### config.mk
export PLATFORM = sky130hd
export DESIGN_NAME = addition_control_unit_flat
export DESIGN_NICKNAME = d
export VERILOG_FILES = /design/src/rtl/addition_pkg.sv /design/src/rtl/addition_control_unit_if.sv /design/src/rtl/exp_diff_abs.sv /design/src/rtl/addition_control_unit.sv /design/src/flat_wrapper.sv
export SDC_FILE = /design/constraint.sdc
export NUM_CORES = 1
export LEC_CHECK = 0
export ABC_AREA = 1
export CAP_MARGIN = 15
export CORE_ASPECT_RATIO = 1.25
export CORE_MARGIN = 2
export CORE_UTILIZATION = 44
export DETAILED_ROUTE_END_ITERATION = 6
export PLACE_DENSITY = 0.75
export SLEW_MARGIN = 20
export SYNTH_ARGS = -nofsm -noshare
export SYNTH_HDL_FRONTEND = slang
export SYNTH_HIERARCHICAL = 1
export SYNTH_SLANG_ARGS = --single-unit
export TNS_END_PERCENT = 20
### constraint.sdc
create_clock -name clk_in -period 1.1 [get_ports clk_in]
set_input_delay 0.165 -clock clk_in [delete_from_list [all_inputs] [get_ports clk_in]]
set_output_delay 0.165 -clock clk_in [all_outputs]
set_load 0.1 [all_outputs]
### src/rtl/addition_pkg.sv
// Widths and FSM encoding shared by the FP adder control unit and datapath stages 1-4.
package addition_pkg;

    localparam int EXPO_W    = 8;
    localparam int MENT_W    = 23;
    localparam int SHIFT_W   = 5;
    localparam int MAX_SHIFT = MENT_W + 1;

    typedef enum logic [2:0] {
        IDLE    = 3'd0,
        COMPARE = 3'd1,
        ALIGN   = 3'd2,
        ADD     = 3'd3,
        NORM    = 3'd4,
        DONE    = 3'd5
    } state_e;

endpackage

### src/rtl/addition_control_unit_if.sv
// Handshake and datapath-control bundle between the adder sequencer (slave) and its requester/datapath (master).
interface addition_control_unit_if
    import addition_pkg::*;
#(
    parameter int EXPO_WIDTH = EXPO_W
);
    logic                  start_in;
    logic [EXPO_WIDTH:0]   exp_diff_in;
    logic                  norm_done_in;
    logic                  busy_out;
    logic                  mux1_sel_out;
    logic                  mux2_sel_out;
    logic                  mux3_sel_out;
    logic                  shift_load_out;
    logic                  shift_en_out;
    logic                  bypass_out;
    logic                  add_en_out;
    logic                  norm_en_out;
    logic                  done_out;

    modport slave (
        input  start_in, exp_diff_in, norm_done_in,
        output busy_out, mux1_sel_out, mux2_sel_out, mux3_sel_out,
               shift_load_out, shift_en_out, bypass_out,
               add_en_out, norm_en_out, done_out
    );

    modport master (
        output start_in, exp_diff_in, norm_done_in,
        input  busy_out, mux1_sel_out, mux2_sel_out, mux3_sel_out,
               shift_load_out, shift_en_out, bypass_out,
               add_en_out, norm_en_out, done_out
    );

endinterface

### src/rtl/exp_diff_abs.sv
// Splits a two's-complement exponent difference into sign and unsigned magnitude.
module exp_diff_abs
    import addition_pkg::*;
#(
    parameter int WIDTH = EXPO_W + 1
) (
    input  logic [WIDTH-1:0] diff_i,
    output logic             sign_o,
    output logic [WIDTH-1:0] mag_o
);

    assign sign_o = diff_i[WIDTH-1];
    // The most negative input maps to 2^(WIDTH-1), which still fits as unsigned.
    assign mag_o  = sign_o ? (~diff_i + WIDTH'(1)) : diff_i;

endmodule

### src/rtl/addition_control_unit.sv
// Sequencer for the FP adder: operand selection, stepwise alignment, add, normalize and a done pulse.
module addition_control_unit
    import addition_pkg::*;
#(
    parameter int EXPO_WIDTH  = EXPO_W,
    parameter int MENT_WIDTH  = MENT_W,
    parameter int SHIFT_WIDTH = SHIFT_W
) (
    input  logic                    clk_in,
    input  logic                    rst_n_in,
    addition_control_unit_if.slave  bus
);

    localparam logic [EXPO_WIDTH:0] MAX_SHIFT_V = (EXPO_WIDTH + 1)'(MENT_WIDTH + 1);

    state_e                 state_q, state_d;
    logic [SHIFT_WIDTH-1:0] cnt_q, cnt_d;
    logic                   sel_q, sel_d;
    logic                   bypass_q, bypass_d;

    logic                   diff_sign;
    logic [EXPO_WIDTH:0]    diff_mag;

    exp_diff_abs #(
        .WIDTH (EXPO_WIDTH + 1)
    ) u_exp_diff_abs (
        .diff_i (bus.exp_diff_in),
        .sign_o (diff_sign),
        .mag_o  (diff_mag)
    );

    // NOTE: state registers use non-blocking assignments so every flop samples pre-edge values.
    always_ff @(posedge clk_in or negedge rst_n_in) begin
        if (!rst_n_in) begin
            state_q  <= IDLE;
            cnt_q    <= '0;
            sel_q    <= 1'b0;
            bypass_q <= 1'b0;
        end else begin
            state_q  <= state_d;
            cnt_q    <= cnt_d;
            sel_q    <= sel_d;
            bypass_q <= bypass_d;
        end
    end

    // NOTE: every next-state signal gets a default first, so no path through the case can infer a latch.
    always_comb begin
        state_d  = state_q;
        cnt_d    = cnt_q;
        sel_d    = sel_q;
        bypass_d = bypass_q;

        unique case (state_q)
            IDLE: begin
                // Capture the decision on the accepting edge so it is visible throughout COMPARE.
                if (bus.start_in) begin
                    state_d = COMPARE;
                    sel_d   = ~diff_sign;
                    if (diff_mag > MAX_SHIFT_V) begin
                        bypass_d = 1'b1;
                        cnt_d    = '0;
                    end else begin
                        bypass_d = 1'b0;
                        cnt_d    = diff_mag[SHIFT_WIDTH-1:0];
                    end
                end
            end
            COMPARE: begin
                state_d = (cnt_q != '0) ? ALIGN : ADD;
            end
            ALIGN: begin
                cnt_d = cnt_q - SHIFT_WIDTH'(1);
                if (cnt_q <= SHIFT_WIDTH'(1)) begin
                    state_d = ADD;
                end
            end
            ADD: begin
                state_d = NORM;
            end
            NORM: begin
                if (bus.norm_done_in) begin
                    state_d = DONE;
                end
            end
            DONE: begin
                state_d  = IDLE;
                sel_d    = 1'b0;
                bypass_d = 1'b0;
                cnt_d    = '0;
            end
            default: begin
                state_d  = IDLE;
                sel_d    = 1'b0;
                bypass_d = 1'b0;
                cnt_d    = '0;
            end
        endcase
    end

    assign bus.busy_out       = (state_q != IDLE);
    assign bus.mux1_sel_out   = sel_q;
    assign bus.mux2_sel_out   = sel_q;
    assign bus.mux3_sel_out   = sel_q;
    assign bus.shift_load_out = (state_q == COMPARE);
    assign bus.shift_en_out   = (state_q == ALIGN);
    assign bus.bypass_out     = bypass_q;
    assign bus.add_en_out     = (state_q == ADD);
    assign bus.norm_en_out    = (state_q == NORM);
    assign bus.done_out       = (state_q == DONE);

endmodule

### src/flat_wrapper.sv
// flat-port wrapper written by rule: the top's interface ports become plain ports
module addition_control_unit_flat import addition_pkg::*;
#(
    parameter int EXPO_WIDTH  = EXPO_W,
    parameter int MENT_WIDTH  = MENT_W,
    parameter int SHIFT_WIDTH = SHIFT_W
)
  (clk_in, rst_n_in, bus_start_in, bus_exp_diff_in, bus_norm_done_in, bus_busy_out, bus_mux1_sel_out, bus_mux2_sel_out, bus_mux3_sel_out, bus_shift_load_out, bus_shift_en_out, bus_bypass_out, bus_add_en_out, bus_norm_en_out, bus_done_out);
  addition_control_unit_if #(.EXPO_WIDTH(EXPO_WIDTH)) bus_i ();
  input  logic clk_in;
  input  logic rst_n_in;
  input wire logic [$bits(bus_i.start_in)-1:0] bus_start_in;
  input wire logic [$bits(bus_i.exp_diff_in)-1:0] bus_exp_diff_in;
  input wire logic [$bits(bus_i.norm_done_in)-1:0] bus_norm_done_in;
  output wire logic [$bits(bus_i.busy_out)-1:0] bus_busy_out;
  output wire logic [$bits(bus_i.mux1_sel_out)-1:0] bus_mux1_sel_out;
  output wire logic [$bits(bus_i.mux2_sel_out)-1:0] bus_mux2_sel_out;
  output wire logic [$bits(bus_i.mux3_sel_out)-1:0] bus_mux3_sel_out;
  output wire logic [$bits(bus_i.shift_load_out)-1:0] bus_shift_load_out;
  output wire logic [$bits(bus_i.shift_en_out)-1:0] bus_shift_en_out;
  output wire logic [$bits(bus_i.bypass_out)-1:0] bus_bypass_out;
  output wire logic [$bits(bus_i.add_en_out)-1:0] bus_add_en_out;
  output wire logic [$bits(bus_i.norm_en_out)-1:0] bus_norm_en_out;
  output wire logic [$bits(bus_i.done_out)-1:0] bus_done_out;
  assign bus_i.start_in = bus_start_in;
  assign bus_i.exp_diff_in = bus_exp_diff_in;
  assign bus_i.norm_done_in = bus_norm_done_in;
  assign bus_busy_out = bus_i.busy_out;
  assign bus_mux1_sel_out = bus_i.mux1_sel_out;
  assign bus_mux2_sel_out = bus_i.mux2_sel_out;
  assign bus_mux3_sel_out = bus_i.mux3_sel_out;
  assign bus_shift_load_out = bus_i.shift_load_out;
  assign bus_shift_en_out = bus_i.shift_en_out;
  assign bus_bypass_out = bus_i.bypass_out;
  assign bus_add_en_out = bus_i.add_en_out;
  assign bus_norm_en_out = bus_i.norm_en_out;
  assign bus_done_out = bus_i.done_out;
  addition_control_unit #(.EXPO_WIDTH(EXPO_WIDTH), .MENT_WIDTH(MENT_WIDTH), .SHIFT_WIDTH(SHIFT_WIDTH)) u_core (.clk_in(clk_in), .rst_n_in(rst_n_in), .bus(bus_i));
endmodule
==> results.cfg <==
[detailed_routing]
via_per_inst = 5.281
dr_wl_met3_um = 166
routedLengthMet1_um = 1106
via_count = 1204
met2WireLength_um = 1706
avgRoutedWirePerCell_um = 13.51
routed_wl_um = 3080
detail-route-antenna-nets = 0
routed.top_layer = met4
post-route-drc-count = 0
drtPass1Iterations = 4
first_iter_violations = 45

[run_status]
status = finished with violations
violations = negative setup slack

[power_and_ir_drop]
cellPowerDensity_nw_per_um2 = 2816
clockPowerShare = 0.059
pwr-share-seq = 0.159
ir_drop_uv = 2188
p_comb_frac = 0.781
p_int_mw = 2.058
p_sw_frac = 0.5568
p_switching_mw = 2.586
power_leakage_nw = 0.8822
p_total_mw = 4.645

[global_route]
grtUsageTotal = 0.2591
grt_pass1_wl_um = 4981
antenna_found_initial = 0
grt_pass1_vias = 1168
grt-ovfl-total = 0
grt_max_degree = 11

[synthesis]
synth_common_cells = 46 x nand2_1, 22 x inv_1, 19 x nand3_1
ys.flop_type = dfrtp_1
synth.most_common_cell = nand2_1
syn-cell-area_um2 = 953.4
synth_warnings = 6
synth_area_leaders = dfrtp_1 26%, nand2_1 18%, nand3_1 10%
synth_edf_count = 0
synth_top_area_share = 0.2625
avgSynthCellArea_um2 = 6.151
synth.yosys.seq_area_share = 0.2625
synth_cells = 155
synth.net_count = 172
yosysUniqueCellTypes = 23
ys_ff_latch = 10
synth.largest_area_cell = dfrtp_1
ys_async_sr_fraction = 1.000

[die]
initial_core_util = 0.4757
ios = 23
dieArea_um2 = 2558
core_area_um2 = 2004
rows = 18
die_w_um = 45.64
die_h_um = 56.05

[worst_setup_path]
crit_arrival_ns = 1.30
slowest_delay_ns = 0.47
crit_family = flip-flops
regToRegSetupSlack_ns = -0.26
cp-end-kind = output pin
cp_max_fo = 5
timing.rr.end = u_core/cnt_q[4]
r2r_cells = 7
worstPathRequired_ns = 0.94
timing.rr.start = u_core/state_q[0]
path_buf_inv = 2
crit_path_top_delay_cell = dfrtp_2
crit_type = flop to output pin
critPathLaunchType = flop
cp_cell_sequence = buf_6, nor3_4, buf_12

[timing]
setup_violations = 16
timing.final.crit_share = 1.330
relSlewSlack = 0.8257
period_minus_slack_ns = 1.463
holdWs_ns = 0.1860
slew_viol_final = 0
fmax_mhz = 683.3
clock_skew_ns = 0.005415
rsz0062_at_grt = yes
layout_setup_ws_ns = -0.3634
hold_violations = 0
worst_pin_slew_ns = 0.2615

[clock_network]
cts_tree = yes
clock-sinks = 10
cts_buffers = 3
hold_buffers = 0
htreeDepth = 1
clockBufferDepth = 2
path_clk_slew_ns = 0.07
root_buffer = clkbuf_4
clk_latency_ns = 0.26

[placed_design]
place_area_um2 = 1474
hpwl_um = 2011
globalplace.congestion = 0.8356
port_buffers = 22

[finish]
antenna_cells = 0
final_nets = 226
final_area_um2 = 1649
drive_above_1_share = 0.4423
area_growth_pct = 72.97

[worst_hold_path]
hp-class = input port to asynchronous set/reset pin

[run]
drv_cap = 0
worst max path at each step:
stage / start / endpoint / slack [ns] / cells past startpoint
4_1_cts: u_core/state_q[0] / bus_busy_out / -0.34 / 3
3_3_place_gp: bus_exp_diff_in[0] / u_core/cnt_q[0] / -0.81 / 12
2_1_floorplan: u_core/state_q[1] / u_core/state_q[0] / -0.70 / 5
3_5_place_dp: bus_exp_diff_in[0] / u_core/cnt_q[4] / -0.86 / 14
6_report: u_core/state_q[1] / bus_norm_en_out / -0.36 / 3
5_1_grt: u_core/state_q[1] / bus_norm_en_out / -0.39 / 3
state kept, by name (all words and copies together), names as in the netlist:
| name | flops |
|---|---|
| u_core/bus.bypass_out | 1 |
| u_core/bus.mux1_sel_out | 1 |
| u_core/cnt_q | 5 |
| u_core/state_q | 3 |
through the flow:
stage | setup slack (ns) | cells | util | TNS [ns]
5_1_grt | -0.3912 | 228 | 0.8227 | -4.575
6_report | -0.3634 | 228 | 0.8227 | -3.645
2_1_floorplan | -0.6960 | 155 | - | -8.752
3_5_place_dp | -0.8594 | 218 | 0.7353 | -6.123
3_3_place_gp | -0.8065 | 218 | 0.7353 | -5.401
4_1_cts | -0.3374 | 227 | 0.8134 | -3.480
what timing repair did:
| item | 4_1_cts | 5_1_grt |
|---|---|---|
| pin swaps | 15 | 7 |
| setup endpoints to repair | 19 | 19 |
| gates resized for setup | 40 | 20 |
| buffers inserted | 5 | 1 |
worst reg2reg max path, cell delays in order (launching register included):
cell	delay [ns]
dfrtp_2	0.51
nor3_4	0.22
buf_4	0.14
buf_4	0.13
nand3_1	0.08
nand2_1	0.09
nand2_1	0.07
nand2_1	0.07
final cells by class:
cell class                      count  area [um^2]
Multi-Input combinational cell    113        684.4
Timing Repair Buffer               55        558.0
Fill cell                         114        355.3
Sequential cell                    10        255.2
Inverter                           26        100.1
Clock buffer                        4        26.28
Tap cell                           20        25.02
power groups by stage:
stage / registers [mW] / logic (mW) / clock network [mW]
3_5_place_dp: 0.703 / 3.26 / 0
2_1_floorplan: 0.902 / 1.81 / 0
6_report: 0.740 / 3.63 / 0.275
3_3_place_gp: 0.690 / 3.19 / 0
4_1_cts: 0.720 / 3.50 / 0.280
5_1_grt: 0.757 / 3.81 / 0.305
logic make-up after synthesis:
group	after synthesis	share of synthesized area
fa+ha+maj	4	0.05250
simple gates	95	0.4475
flops	10	0.2625
xor+xnor	3	0.02756
buf+inv	32	0.1496
compound gates	11	0.06037
layout by cell type (no fill, tap or decap), types with 2 or more instances in the layout:
master,count
a21oi_1,2
a21oi_2,2
buf_12,10
buf_4,29
buf_6,4
clkbuf_2,5
clkbuf_4,3
clkdlybuf4s50_1,4
dfrtp_1,6
dfrtp_2,4
dlygate4sd2_1,2
ha_1,3
inv_1,17
inv_2,8
nand2_1,44
nand2_2,2
nand2_4,3
nand3_1,14
nand3_2,5
nor2_1,13
nor2_4,6
nor3_4,2
o21ai_0,2
o21ai_1,2
o21ai_2,2
or2_2,2
xor2_1,3
layer usage:
metal / up-vias / global-route usage
li1: 581 / -
met1: 552 / 0.2704
met5: - / 0
met4: 0 / 0.1303
met3: 14 / 0.02273
met2: 57 / 0.4769
Power figures use the tool's default switching activity.
